<file path="config.mk">
export PLATFORM = sky130hd
export DESIGN_NAME = alu_serial_sequencer
export DESIGN_NICKNAME = d
export VERILOG_FILES = /design/src/rtl/alu_pkg.sv /design/src/rtl/alu_flag_gen.sv /design/src/rtl/alu_serial_sequencer.sv
export SDC_FILE = /design/constraint.sdc
export NUM_CORES = 1
export LEC_CHECK = 0
export ABC_AREA = 1
export CAP_MARGIN = 15
export CORE_ASPECT_RATIO = 0.8
export CORE_MARGIN = 2
export CORE_UTILIZATION = 40
export CTS_BUF_LIST = sky130_fd_sc_hd__clkbuf_8
export DETAILED_ROUTE_END_ITERATION = 10
export GPL_ROUTABILITY_DRIVEN = 0
export PLACE_DENSITY = 0.77
export SLEW_MARGIN = 20
export SYNTH_ARGS = -nofsm -noshare
export SYNTH_HDL_FRONTEND = slang
export SYNTH_HIERARCHICAL = 1
export SYNTH_SLANG_ARGS = --single-unit
</file>
<file path="constraint.sdc">
create_clock -name clk -period 1.5 [get_ports clk]
set_clock_uncertainty 0.15 [all_clocks]
set_input_delay 0.15 -clock clk [delete_from_list [all_inputs] [get_ports clk]]
set_output_delay 0.15 -clock clk [all_outputs]
set_load 0.005 [all_outputs]
</file>
<file path="src/rtl/alu_pkg.sv">
// -----------------------------------------------------------------------------
// alu_pkg
// Shared definitions for the bit-serial ALU sequencer:
//   op_e    : opcode encodings presented on op_i
//   state_e : sequencer FSM state encoding
//   init_carry : carry-in applied to bit 0 for a given opcode
// -----------------------------------------------------------------------------
package alu_pkg;

  typedef enum logic [1:0] {
    OP_ADD = 2'b00,
    OP_SUB = 2'b01,
    OP_DEC = 2'b10,
    OP_INC = 2'b11
  } op_e;

  typedef enum logic [1:0] {
    IDLE = 2'b00,
    RUN  = 2'b01,
    DONE = 2'b10
  } state_e;

  // SUB is A + ~B + 1 and INC is A + 0 + 1; the others start with no carry.
  function automatic logic init_carry(input op_e op);
    logic c0;
    case (op)
      OP_SUB:  c0 = 1'b1;
      OP_INC:  c0 = 1'b1;
      OP_ADD:  c0 = 1'b0;
      OP_DEC:  c0 = 1'b0;
      default: c0 = 1'b0;
    endcase
    return c0;
  endfunction

endpackage

</file>
<file path="src/rtl/alu_flag_gen.sv">
// -----------------------------------------------------------------------------
// alu_flag_gen
// Combinational flag derivation for a completed serial result.
// Ports:
//   sum      in  WIDTH  completed result
//   carry    in  1      carry out of the MSB
//   c_msb_in in  1      carry into the MSB
//   zero     out 1      sum == 0
//   neg      out 1      sum MSB
//   ovf      out 1      signed overflow (carry into MSB xor carry out of MSB)
// -----------------------------------------------------------------------------
module alu_flag_gen #(
  parameter int WIDTH = 4
) (
  input  logic [WIDTH-1:0] sum,
  input  logic             carry,
  input  logic             c_msb_in,
  output logic             zero,
  output logic             neg,
  output logic             ovf
);

  assign zero = (sum == {WIDTH{1'b0}});
  assign neg  = sum[WIDTH-1];
  assign ovf  = c_msb_in ^ carry;

endmodule

</file>
<file path="src/rtl/alu_serial_sequencer.sv">
// -----------------------------------------------------------------------------
// alu_serial_sequencer
// Bit-serial controller for an external 1-bit adder slice. Latches operands
// and opcode on start, feeds one bit pair plus carry per clock (LSB first),
// collects sum bits and produces result and flags.
// Ports:
//   clk, rst_n       clock (rising edge), synchronous active-low reset
//   start_i          request, sampled only in IDLE
//   op_i             00 ADD, 01 SUB, 10 DEC, 11 INC
//   a_i, b_i         operands, latched with start
//   slice_a_o/b_o/ci_o  bit pair and carry-in to the slice (0 outside RUN)
//   slice_o_i/co_i   sum bit and carry-out from the slice
//   busy_o           high in RUN
//   done_o           one-cycle pulse when result and flags update
//   result_o, carry_o, zero_o, neg_o, ovf_o  last completed result and flags
// -----------------------------------------------------------------------------
module alu_serial_sequencer
  import alu_pkg::*;
#(
  parameter int WIDTH = 4
) (
  input  logic             clk,
  input  logic             rst_n,
  input  logic             start_i,
  input  logic [1:0]       op_i,
  input  logic [WIDTH-1:0] a_i,
  input  logic [WIDTH-1:0] b_i,
  output logic             slice_a_o,
  output logic             slice_b_o,
  output logic             slice_ci_o,
  input  logic             slice_o_i,
  input  logic             slice_co_i,
  output logic             busy_o,
  output logic             done_o,
  output logic [WIDTH-1:0] result_o,
  output logic             carry_o,
  output logic             zero_o,
  output logic             neg_o,
  output logic             ovf_o
);

  localparam int CNT_W = (WIDTH > 1) ? $clog2(WIDTH) : 1;
  localparam logic [CNT_W-1:0] LAST_BIT = CNT_W'(WIDTH - 1);

  state_e           state_r;
  state_e           state_next_s;
  logic [WIDTH-1:0] a_r;
  logic [WIDTH-1:0] b_r;
  logic [WIDTH-1:0] sum_r;
  logic [WIDTH-1:0] sum_next_s;
  logic [WIDTH-1:0] b_cond_s;
  logic [WIDTH-1:0] result_r;
  logic [CNT_W-1:0] bit_cnt_r;
  logic             carry_r;
  logic             busy_r;
  logic             done_r;
  logic             carry_out_r;
  logic             zero_r;
  logic             neg_r;
  logic             ovf_r;
  logic             run_s;
  logic             last_bit_s;
  logic             zero_s;
  logic             neg_s;
  logic             ovf_s;

  assign run_s      = (state_r == RUN);
  assign last_bit_s = (bit_cnt_r == LAST_BIT);

  // Slice drive is forced low outside RUN so the slice sees a quiet bus.
  assign slice_a_o  = run_s & a_r[bit_cnt_r];
  assign slice_b_o  = run_s & b_r[bit_cnt_r];
  assign slice_ci_o = run_s & carry_r;

  assign busy_o   = busy_r;
  assign done_o   = done_r;
  assign result_o = result_r;
  assign carry_o  = carry_out_r;
  assign zero_o   = zero_r;
  assign neg_o    = neg_r;
  assign ovf_o    = ovf_r;

  // Condition operand B according to the opcode.
  always_comb begin
    b_cond_s = b_i;
    case (op_e'(op_i))
      OP_ADD:  b_cond_s = b_i;
      OP_SUB:  b_cond_s = ~b_i;
      OP_DEC:  b_cond_s = {WIDTH{1'b1}};
      OP_INC:  b_cond_s = {WIDTH{1'b0}};
      default: b_cond_s = b_i;
    endcase
  end

  // Sum vector including the bit currently returned by the slice.
  always_comb begin
    sum_next_s            = sum_r;
    sum_next_s[bit_cnt_r] = slice_o_i;
  end

  // On the last bit the carry register still holds the carry into the MSB,
  // so it feeds the overflow term directly.
  alu_flag_gen #(.WIDTH(WIDTH)) u_flag_gen (
    .sum      (sum_next_s),
    .carry    (slice_co_i),
    .c_msb_in (carry_r),
    .zero     (zero_s),
    .neg      (neg_s),
    .ovf      (ovf_s)
  );

  // FSM state register.
  always_ff @(posedge clk) begin
    if (!rst_n) begin
      state_r <= IDLE;
    end else begin
      state_r <= state_next_s;
    end
  end

  // FSM next-state logic.
  always_comb begin
    state_next_s = state_r;
    case (state_r)
      IDLE: begin
        if (start_i) begin
          state_next_s = RUN;
        end else begin
          state_next_s = IDLE;
        end
      end
      RUN: begin
        if (last_bit_s) begin
          state_next_s = DONE;
        end else begin
          state_next_s = RUN;
        end
      end
      DONE:    state_next_s = IDLE;
      default: state_next_s = IDLE;
    endcase
  end

  // Operand latch, serial sum/carry collection and registered result/flags.
  always_ff @(posedge clk) begin
    if (!rst_n) begin
      a_r         <= {WIDTH{1'b0}};
      b_r         <= {WIDTH{1'b0}};
      sum_r       <= {WIDTH{1'b0}};
      bit_cnt_r   <= {CNT_W{1'b0}};
      carry_r     <= 1'b0;
      busy_r      <= 1'b0;
      done_r      <= 1'b0;
      result_r    <= {WIDTH{1'b0}};
      carry_out_r <= 1'b0;
      zero_r      <= 1'b0;
      neg_r       <= 1'b0;
      ovf_r       <= 1'b0;
    end else begin
      done_r <= 1'b0;
      case (state_r)
        IDLE: begin
          if (start_i) begin
            a_r       <= a_i;
            b_r       <= b_cond_s;
            sum_r     <= {WIDTH{1'b0}};
            bit_cnt_r <= {CNT_W{1'b0}};
            carry_r   <= init_carry(op_e'(op_i));
            busy_r    <= 1'b1;
          end else begin
            busy_r <= 1'b0;
          end
        end
        RUN: begin
          sum_r   <= sum_next_s;
          carry_r <= slice_co_i;
          if (last_bit_s) begin
            result_r    <= sum_next_s;
            carry_out_r <= slice_co_i;
            zero_r      <= zero_s;
            neg_r       <= neg_s;
            ovf_r       <= ovf_s;
            done_r      <= 1'b1;
            busy_r      <= 1'b0;
          end else begin
            bit_cnt_r <= bit_cnt_r + {{(CNT_W-1){1'b0}}, 1'b1};
          end
        end
        DONE: begin
          busy_r <= 1'b0;
        end
        default: begin
          busy_r <= 1'b0;
        end
      endcase
    end
  end

endmodule
</file>
==> metrics.md, run 1 <==
| Metric | Value |
|---|---|
| Worst VDD drop | 0.614 mV |
| Routed Wire Length | 3200 microns |
| Floorplan die width | 68.8 microns |
| Final number of max-transition violations | 0 |
| Setup slack of the critical path after layout | -0.0508 ns |
| Starting DRT DRC Count | 58 |
| FF+latch count, synth | 27 |
| Detail Route Antenna Nets | 0 |
| Hold-critical path endpoint | a_r[1]$_SDFFE_PN0P_ |
| TritonRoute pass-1 iters | 4 |
| Wire length of the first global-routing pass | 4800 microns |
| IO Port Bufs | 27 |
| Cell at the root of the clock tree | clkbuf_8 |
| Final number of hold-violating endpoints | 0 |
| Sinks on the clock net | 27 |
| Net count reported at finish | 271 |
| Synthesized Nets | 222 |
| Portion of the clock cycle consumed by the worst path in the final layout | 103% |
| Starting Density | 42.6% |
| Crit Path Class | reg2out |
| Largest buffer count on any clock path | 2 |
| Count of cells along the worst hold path | 2 |
| Seq/Total Area, Yosys | 40.3% |
| Post-placement worst setup slack | -0.0889 ns |
| Pin count of the biggest net entering global routing | 15 |
| Minimum period implied by the final worst setup slack | 1.55 ns |
| Worst R2R Path Depth | 10 |
| Static Leak | 0.909 nW |
| TritonCTS clock tree | yes |
| Outcome | finished, violations left |
| Number of DRC violations after detailed routing | 0 |
| Worst Tran Pin Value | 0.333 ns |
| Critical Path AT | 1.25 ns |
| Standard cell core area | 3150 sq um |
| Share of final-layout standard cells stronger than drive strength 1 | 21.9% |
| Hold Worst Slack | 0.310 ns |
| Required time of the critical path | 1.20 ns |
| Average instance area after synthesis | 6.61 sq um |
| Number of antenna violations at the first check in global routing | 0 |
| Number of distinct library cells after synthesis | 20 |
| DPL Wire Length | 2150 microns |
| Hold/Removal Path Class | reg2reg |
| Pwr per Cell Area | 800 nW/um^2 |
| Minimum setup slack among reg-to-reg paths | 0.02 ns |
| Layout overhead on the synthesized area | 42.5% |
| Via count of the first global-routing pass | 1127 |
| Antenna cell count | 0 |
| Capture instance of the worst register-to-register path | zero_o$_SDFFE_PN0P_ |
| Num rows | 18 |
| Die area | 3840 sq um |
| Final setup violation count | 1 |
| Drt via density | 4.64 |
| Clk Latency, worst-skew pair | 0.27 ns |
| Reg2reg start | bit_cnt_r[0]$_SDFFE_PN0P_ |
| Die height | 55.8 microns |
| Detail-routed net length per standard cell | 11.0 microns |
| I/O pin total | 28 |
| CP Max Fanout | 4 |
| Final-layout fill cell count | 294 |
| Most used cells in the layout excluding fill and tap cells | nand2_1, nor2_1, inv_1, dfxtp_1, clkdlybuf4s50_1 |
| RSZ-0062 raised after global routing | true |
| Most common library cell in the layout ignoring fill and taps | nand2_1 |
| Warnings, synthesis | 6 |
| GRT Residual Overflow | 0 |
| Via total after detailed routing | 1351 |
| Placed Cells incl. Taps | 282 |
| Worst hold start | a_r[1]$_SDFFE_PN0P_ |
| Post-route core utilization | 60.7% |
| Level count of the clock H-tree | 1 |
| GRT Util Overall | 16.1% |
| Area of the mapped netlist | 1340 sq um |
| Number of clock buffers inserted by TritonCTS | 3 |
| Crit. End Element | output port |
| Clock transition time at the flip-flop clock pins of the worst setup and hold paths | 0.08 ns |
| Non-Filler Instances | 291 |
| Worst slew margin | 77.7% |
| Count of mapped cells out of synthesis | 203 |
| Failing checks | negative setup slack |
| Fmax | 0.645 GHz |
| Nature of the critical path startpoint | flip-flop |
| Max Cap Viol | 0 |
==> per-stage QoR <==
stage	setup TNS (ns)	area (sq um)	power [W]
2_1_floorplan	0	1340	0.000951
3_3_place_gp	-0.229	1750	0.00108
3_5_place_dp	-0.378	1750	0.00108
4_1_cts	-0.0436	1810	0.00149
5_1_grt	-0.335	1910	0.00160
6_report	-0.0508	1910	0.00153
==> logic make-up after synthesis <==
family                   Yosys count  synth area share (%)
buffers and inverters             39                  12.7
flip-flops                        27                  40.3
adder cells (fa/ha/maj)            4                  3.73
AO/OA/AOI/OAI                     28                  10.6
AND/OR/NAND/NOR                  105                  32.7
==> synthesized netlist by cell type, drive strengths merged <==
cell     n  area [sq um]
nand2   51           201
nor2    40           168
inv     33           124
dfxtp   27           541
o21ai   14          70.1
a21oi   13          65.1
nand3   13          65.1
ha       4          50.1
buf      3          30.0
clkbuf   2          12.5
clkinv   1          3.75
nor3     1          5.00
o211ai   1          7.51
==> state kept, by name, summed over array words and instances, names as in the netlist, 2 cells and up <==
| signal | flops |
|---|---|
| b_r | 4 |
| a_r | 4 |
| state_r | 2 |
| result_o | 4 |
| sum_r | 4 |
| bit_cnt_r | 2 |
==> final cells by class <==
cell class | count | area (sq um) | share of cell area [%]
multi-input cells | 137 | 713 | 37.3
inverters | 34 | 128 | 6.67
clock buffers | 3 | 41.3 | 2.16
flip-flops and latches | 27 | 546 | 28.5
repair buffers | 49 | 432 | 22.6
clock inverters | 1 | 3.75 | 0.196
well taps | 40 | 50.0 | 2.62
==> worst max-delay path, cell delays in order (launching register included) <==
cell and delay [ns]:
dfxtp_4 0.37, buf_6 0.10, nor2_2 0.03, nor2_1 0.15, nand2_1 0.09, a21oi_2 0.12
buf_2 0.12
==> where the power goes <==
part / total [W] / internal [W] / switching (W)
Sequential: 0.000770 / 0.000750 / 0.0000201
Combinational: 0.000356 / 0.000170 / 0.000185
Clock: 0.000404 / 0.000184 / 0.000220
Total: 0.00153 / 0.00110 / 0.000425
==> worst max path at each step <==
| stage | startpoint | to | depth (start not counted) |
|---|---|---|---|
| after floorplan | bit_cnt_r[0]$_SDFFE_PN0P_ | zero_o$_SDFFE_PN0P_ | 8 |
| after global placement | bit_cnt_r[1]$_SDFFE_PN0P_ | zero_o$_SDFFE_PN0P_ | 9 |
| after detailed placement | bit_cnt_r[1]$_SDFFE_PN0P_ | zero_o$_SDFFE_PN0P_ | 9 |
| after CTS | bit_cnt_r[0]$_SDFFE_PN0P_ | slice_b_o | 5 |
| after global routing | bit_cnt_r[0]$_SDFFE_PN0P_ | slice_a_o | 6 |
| final | bit_cnt_r[0]$_SDFFE_PN0P_ | slice_a_o | 6 |
==> per-layer routing <==
layer  GRT usage, %  up-vias  wire [microns]
li1               -      715               -
met1           24.2      603            1580
met2           22.7       27            1420
met3           3.85        6             133
met4           4.20        0              54
met5              0        -               0
==> what timing repair did <==
item	4_1_cts	5_1_grt
setup endpoints to repair	12	16
hold buffers	0	0
resized for setup	14	25
setup buffers	1	4
pin swaps	2	8
gates cloned	0	0
No activity file was read; power rests on OpenSTA's default activity.
==> run 2: changes to the inputs <==
--- a/config.mk
+++ b/config.mk
@@ -9,11 +9,11 @@
 export CAP_MARGIN = 15
 export CORE_ASPECT_RATIO = 0.8
 export CORE_MARGIN = 2
-export CORE_UTILIZATION = 40
+export CORE_UTILIZATION = 47
 export CTS_BUF_LIST = sky130_fd_sc_hd__clkbuf_8
 export DETAILED_ROUTE_END_ITERATION = 10
 export GPL_ROUTABILITY_DRIVEN = 0
-export PLACE_DENSITY = 0.77
+export PLACE_DENSITY = 0.86
 export SLEW_MARGIN = 20
 export SYNTH_ARGS = -nofsm -noshare
 export SYNTH_HDL_FRONTEND = slang
==> run 2 against run 1 <==
  * Via count hardly changed
  * Largest power group unchanged
  * Flip-flop and latch count stayed put
  * Worst setup slack better by 0.078 ns
  * Wire length is 2.6% lower
  * Utilization is 6.9 points higher
  * Global-route usage is 3.4 points higher
  * Total power is 0.29% lower
  * First-iteration DRC count is 52% lower
  * Sequential power hardly changed
  * Highest routed layer unchanged
  * The run now ends clean
  * Critical endpoint is now slice_b_o
  * Critical path type unchanged
  * Combinational power is 6.7% lower
==> metrics.md, run 2 (synthesis results as in run 1) <==
| Metric | Value |
|---|---|
| Most common library cell in the layout ignoring fill and taps | nand2_1 |
| Fmax | 0.679 GHz |
| GRT Util Overall | 19.5% |
| Most used cells in the layout excluding fill and tap cells | nand2_1, nor2_1, inv_1, dfxtp_1, clkdlybuf4s50_1 |
| Number of clock buffers inserted by TritonCTS | 3 |
| Share of final-layout standard cells stronger than drive strength 1 | 18.4% |
| Global-route met1 utilization | 24.7% |
| IO Port Bufs | 27 |
| Antenna cell count | 0 |
| Critical Path AT | 1.17 ns |
| Pwr per Cell Area | 822 nW/um^2 |
| Sinks on the clock net | 27 |
| Crit. End Element | output port |
| Worst Tran Pin Value | 0.324 ns |
| Level count of the clock H-tree | 1 |
| Post-route core utilization | 67.6% |
| Combinational Power Share | 21.8% |
| Hold/Removal Path Class | reg2reg |
| Crit Path Class | reg2out |
| Final TNS setup | 0 ns |
| Detail-routed net length per standard cell | 11.0 microns |
| Cell class contributing the biggest share of worst-path delay | flip-flops |
| Number of DRC violations after detailed routing | 0 |
| Fraction of power spent switching nets | 28.3% |
| Total internal power | 0.00109 W |
| GRT Residual Overflow | 0 |
| Starting DRT DRC Count | 28 |
| Layout overhead on the synthesized area | 38.2% |
| CP Max Fanout | 5 |
| Num rows | 17 |
| Flop pwr share | 50.6% |
| Critical path, cell by cell | buf_6 -> nand2_1 -> nand3_2 -> a21oi_2 -> buf_2 |
| RSZ-0062 raised after global routing | true |
| Net count reported at finish | 264 |
| TritonCTS clock tree | yes |
| Total placed instance area | 1730 sq um |
| GR met2 Demand/Resource | 33.0% |
| Drt via density | 4.79 |
| Non-Filler Instances | 282 |
| DPL Wire Length | 2130 microns |
| Largest buffer count on any clock path | 2 |
| Nature of the critical path startpoint | flip-flop |
| Minimum period implied by the final worst setup slack | 1.47 ns |
| Via count of the first global-routing pass | 1269 |
| Portion of the clock cycle consumed by the worst path in the final layout | 98.2% |
| Outcome | complete, no violations |
| Floorplan die width | 63.8 microns |
| Cell at the root of the clock tree | clkbuf_8 |
| Clk network pwr share | 27.6% |
| Bufs and invs on worst path | 2 |
| TritonRoute pass-1 iters | 6 |
| Clk Latency, worst-skew pair | 0.27 ns |
| Static Leak | 0.871 nW |
| Required time of the critical path | 1.20 ns |
| Delay of the slowest cell on the worst path | 0.38 ns |
| Pin count of the biggest net entering global routing | 17 |
| Met3 track demand over resource | 3.03% |
| Total Power Consumption | 0.00153 W |
| Number of setup buffers added after CTS | 0 |
| Standard cell core area | 2740 sq um |
| Hold buffers post-CTS | 0 |
| Max Cap Viol | 0 |
| Wire length of the first global-routing pass | 5020 microns |
| Final number of hold-violating endpoints | 0 |
| Most Used Layer, Global Route | met2 |
| Placed Cells incl. Taps | 278 |
| Routed Wire Length | 3110 microns |
| Worst slew margin | 78.3% |
| Die height | 51.8 microns |
| Via total after detailed routing | 1350 |
| Detail Route Antenna Nets | 0 |
| Number of antenna violations at the first check in global routing | 0 |
| Final setup violation count | 0 |
| Clock transition time at the flip-flop clock pins of the worst setup and hold paths | 0.09 ns |
| Worst VDD drop | 0.635 mV |
| Final number of max-transition violations | 0 |
| Starting Density | 48.9% |
| Reported net switching power | 0.000432 W |
| Final instance area | 1860 sq um |
| Die area | 3300 sq um |
| Critical-path cell with the highest stage delay | dfxtp_4 |
| I/O pin total | 28 |
## run 2: per-stage QoR
step / hold slack, ns / worst slack [ns]
final: 0.308 / 0.0273
after global routing: 0.336 / -0.0286
after CTS: 0.311 / -0.0607
after detailed placement: 0.296 / -0.102
after global placement: 0.298 / -0.0687
after floorplan: 0.103 / 0.0253
## run 2: per-layer routing
layer | vias up | wire length, microns
met5 | - | 0
met2 | 28 | 1430
met3 | 7 | 108
li1 | 702 | -
met4 | 0 | 66
met1 | 613 | 1510
## run 2: final cells by class
cell class,instances,area (sq um)
Multi-Input combinational cell,137,702
Timing Repair Buffer,42,379
Clock buffer,3,41.3
Inverter,34,133
Fill cell,234,888
Clock inverter,1,7.51
Sequential cell,27,546
Tap cell,38,47.5
## run 2: worst paths after layout
check	from	end	slack (ns)	cells after the start
setup / recovery	bit_cnt_r[0]$_SDFFE_PN0P_	slice_b_o	0.03	5
hold / removal	a_r[1]$_SDFFE_PN0P_	a_r[1]$_SDFFE_PN0P_	0.31	2
setup reg to reg	bit_cnt_r[0]$_SDFFE_PN0P_	zero_o$_SDFFE_PN0P_	0.06	10
hold reg to reg	a_r[1]$_SDFFE_PN0P_	a_r[1]$_SDFFE_PN0P_	0.31	2
## run 2: worst min-delay path, stage by stage, from the launching register on
cell	delay, ns
dfxtp_1	0.31
inv_1	0.06
a21oi_1	0.06
## run 2: timing repair
| item | CTS | global route |
|---|---|---|
| endpoints found under the setup margin | 12 | 16 |
| gates resized for setup | 11 | 24 |
| pin swaps | 1 | 7 |
## run 2: power by group through the flow
stage,sequential (W),combinational (W),clock (W)
final,0.000772,0.000332,0.000421
after global routing,0.000776,0.000373,0.000454
after CTS,0.000769,0.000294,0.000430
after detailed placement,0.000785,0.000291,0
after global placement,0.000783,0.000285,0
after floorplan,0.000785,0.000167,0
==> run 3: changes to the inputs <==
--- a/config.mk
+++ b/config.mk
@@ -8,13 +8,12 @@
 export ABC_AREA = 1
 export CAP_MARGIN = 15
 export CORE_ASPECT_RATIO = 0.8
-export CORE_MARGIN = 2
 export CORE_UTILIZATION = 47
 export CTS_BUF_LIST = sky130_fd_sc_hd__clkbuf_8
 export DETAILED_ROUTE_END_ITERATION = 10
 export GPL_ROUTABILITY_DRIVEN = 0
 export PLACE_DENSITY = 0.86
-export SLEW_MARGIN = 20
+export SLEW_MARGIN = 25
 export SYNTH_ARGS = -nofsm -noshare
 export SYNTH_HDL_FRONTEND = slang
 export SYNTH_HIERARCHICAL = 1
==> run 3 against run 2 <==
  * Combinational power increased by 5%
  * Worst setup slack got worse by 0.0021 ns
  * First-iteration DRC count increased by 140%
  * Clock-buffer cell count unchanged
  * Non-clock buffer count increased by 8
  * Critical endpoint is now result_o[0]$_SDFFE_PN0P_
  * Sequential share of layout area decreased by 1.2 points
  * Total power increased by 1.0%
  * Critical path depth increased by 3
  * Design area increased by 4.5%
  * Worst hold slack improved by 0.0097 ns
==> metrics.md, run 3 (synthesis results as in run 1) <==
| Metric | Value |
|---|---|
| Count of cells along the worst hold path | 2 |
| Via count of the first global-routing pass | 1202 |
| Minimum setup slack among reg-to-reg paths | 0.03 ns |
| Post-route core utilization | 75.0% |
| Flop pwr share | 50.1% |
| Cell class contributing the biggest share of worst-path delay | simple AND/OR/NAND/NOR gates |
| Combined flip-flop and latch cell area | 547 sq um |
| Critical Path AT | 1.55 ns |
| Clk Latency, worst-skew pair | 0.28 ns |
| Final-layout fill cell count | 194 |
| Delay of the slowest cell on the worst path | 0.40 ns |
| Max Cap Viol | 0 |
| Post-placement worst setup slack | -0.0949 ns |
| Largest buffer count on any clock path | 2 |
| Final number of hold-violating endpoints | 0 |
| Final number of max-transition violations | 0 |
| Share of final-layout standard cells stronger than drive strength 1 | 21.8% |
| Die area | 3080 sq um |
| Standard cell core area | 2580 sq um |
| TritonRoute pass-1 iters | 4 |
| Critical path, cell by cell | nand2_4 -> buf_6 -> buf_4 -> nor2_4 -> nand2_2 -> inv_4 -> nand2_1 -> nand2_1 |
| Static Leak | 0.921 nW |
| Clock transition time at the flip-flop clock pins of the worst setup and hold paths | 0.09 ns |
| Worst hold start | a_r[1]$_SDFFE_PN0P_ |
| Detail Route Antenna Nets | 0 |
| Fraction of power spent switching nets | 28.2% |
| Floorplan die width | 61.8 microns |
| Area occupied by multi-input gates | 702 sq um |
| Num rows | 16 |
| Minimum period implied by the final worst setup slack | 1.47 ns |
| DPL Wire Length | 2090 microns |
| Starting Density | 52.0% |
| Critical-path cell with the highest stage delay | dfxtp_1 |
| Most repeated library cell on the critical path | nand2_1 |
| Sinks on the clock net | 27 |
| Routed Wire Length | 3230 microns |
| Bufs and invs on worst path | 3 |
| GRT Util Overall | 21.3% |
| Number of DRC violations after detailed routing | 0 |
| I/O pin total | 28 |
| Reg2reg start | state_r[0]$_SDFF_PN0_ |
| Portion of the clock cycle consumed by the worst path in the final layout | 98.3% |
| Outcome | complete, no violations |
| Fmax | 0.678 GHz |
| Total Power Consumption | 0.00154 W |
| Starting DRT DRC Count | 66 |
| Antenna cell count | 0 |
| Required time of the critical path | 1.58 ns |
| Met1 wire length | 1560 microns |
| Clk network pwr share | 27.2% |
| Net count reported at finish | 272 |
| Setup slack of the critical path after layout | 0.0252 ns |
| Worst Tran Pin Value | 0.313 ns |
| Crit. End Element | flip-flop |
| Number of clock buffers inserted by TritonCTS | 3 |
| Layout overhead on the synthesized area | 44.4% |
| Hold/Removal Path Class | reg2reg |
| Reported net switching power | 0.000434 W |
| Wire length of the first global-routing pass | 4960 microns |
| RSZ-0062 raised after global routing | true |
| Die height | 49.8 microns |
| Hold-critical path endpoint | a_r[1]$_SDFFE_PN0P_ |
| Via total after detailed routing | 1386 |
| CP Max Fanout | 5 |
| Level count of the clock H-tree | 1 |
| Met3 layer wire length in the routed design | 164 microns |
| Detail-routed net length per standard cell | 11.2 microns |
| Drt via density | 4.81 |
| Crit Path Class | reg2reg |
| Combinational Power Share | 22.7% |
| GRT Residual Overflow | 0 |
| Pin count of the biggest net entering global routing | 16 |
| Worst VDD drop | 0.652 mV |
| Cell at the root of the clock tree | clkbuf_8 |
| Most used cells in the layout excluding fill and tap cells | nand2_1, nor2_1, inv_1, dfxtp_1, clkdlybuf4s50_1 |
| Number of stages on the worst setup path | 8 |
| Worst slew margin | 79.0% |
| Worst R2R Path Depth | 8 |
| Detailed route wirelength on metal2 | 1470 microns |
| TritonCTS clock tree | yes |
| Total internal power | 0.00111 W |
| IO Port Bufs | 27 |
| Number of antenna violations at the first check in global routing | 0 |
| Pwr per Cell Area | 795 nW/um^2 |
| Final setup violation count | 0 |
| Most common library cell in the layout ignoring fill and taps | nand2_1 |
| Capture instance of the worst register-to-register path | result_o[0]$_SDFFE_PN0P_ |
| Nature of the critical path startpoint | flip-flop |
| Top routing layer used | met4 |
-- run 3: tightest hold or removal path, stage by stage, from the launching register on --
cell and delay, ns:
dfxtp_1 0.31, inv_1 0.06, a21oi_1 0.06
-- run 3: how the worst max path moves through the flow --
stage                                          from                        to  slack (ns)
after floorplan           bit_cnt_r[0]$_SDFFE_PN0P_       zero_o$_SDFFE_PN0P_        0.03
after global placement    bit_cnt_r[0]$_SDFFE_PN0P_                 slice_b_o       -0.07
after detailed placement  bit_cnt_r[0]$_SDFFE_PN0P_                 slice_b_o       -0.09
after CTS                 bit_cnt_r[0]$_SDFFE_PN0P_                 slice_a_o       -0.04
after global routing      bit_cnt_r[1]$_SDFFE_PN0P_       zero_o$_SDFFE_PN0P_       -0.05
final                         state_r[0]$_SDFF_PN0_  result_o[0]$_SDFFE_PN0P_        0.03
-- run 3: final cells by class --
type | instances | share of cell area, %
inverters | 34 | 6.97
multi-input cells | 137 | 36.2
clock inverters | 1 | 0.258
well taps | 36 | 2.32
repair buffers | 50 | 23.9
flip-flops and latches | 27 | 28.2
clock buffers | 3 | 2.13
-- run 3: metal layers --
metal,up-vias,track usage [%]
met4,0,5.56
li1,719,-
met3,4,4.99
met2,36,31.7
met1,627,30.7
met5,-,0
-- run 3: power by group through the flow --
stage	Combinational (W)	Sequential, W	Clock, W
6_report	0.000350	0.000772	0.000419
5_1_grt	0.000390	0.000776	0.000454
4_1_cts	0.000304	0.000769	0.000418
3_5_place_dp	0.000296	0.000785	0
3_3_place_gp	0.000291	0.000783	0
2_1_floorplan	0.000167	0.000785	0
-- run 3: what timing repair did --
action / in CTS / in global routing
pin swaps: 3 / 6
setup endpoints to repair: 10 / 17
cloned: 0 / 0
setup buffers: 4 / 3
resized for setup: 15 / 27
hold buffers: 0 / 0
-- run 3: through the flow --
| step | area, sq um | cells | hold WS (ns) | setup TNS (ns) |
|---|---|---|---|---|
| 3_5_place_dp | 1740 | 278 | 0.307 | -0.379 |
| 4_1_cts | 1820 | 285 | 0.321 | -0.0623 |
| 2_1_floorplan | 1340 | 203 | 0.103 | 0 |
| 3_3_place_gp | 1740 | 278 | 0.306 | -0.237 |
| 6_report | 1940 | 288 | 0.318 | 0 |
| 5_1_grt | 1940 | 288 | 0.342 | -0.319 |
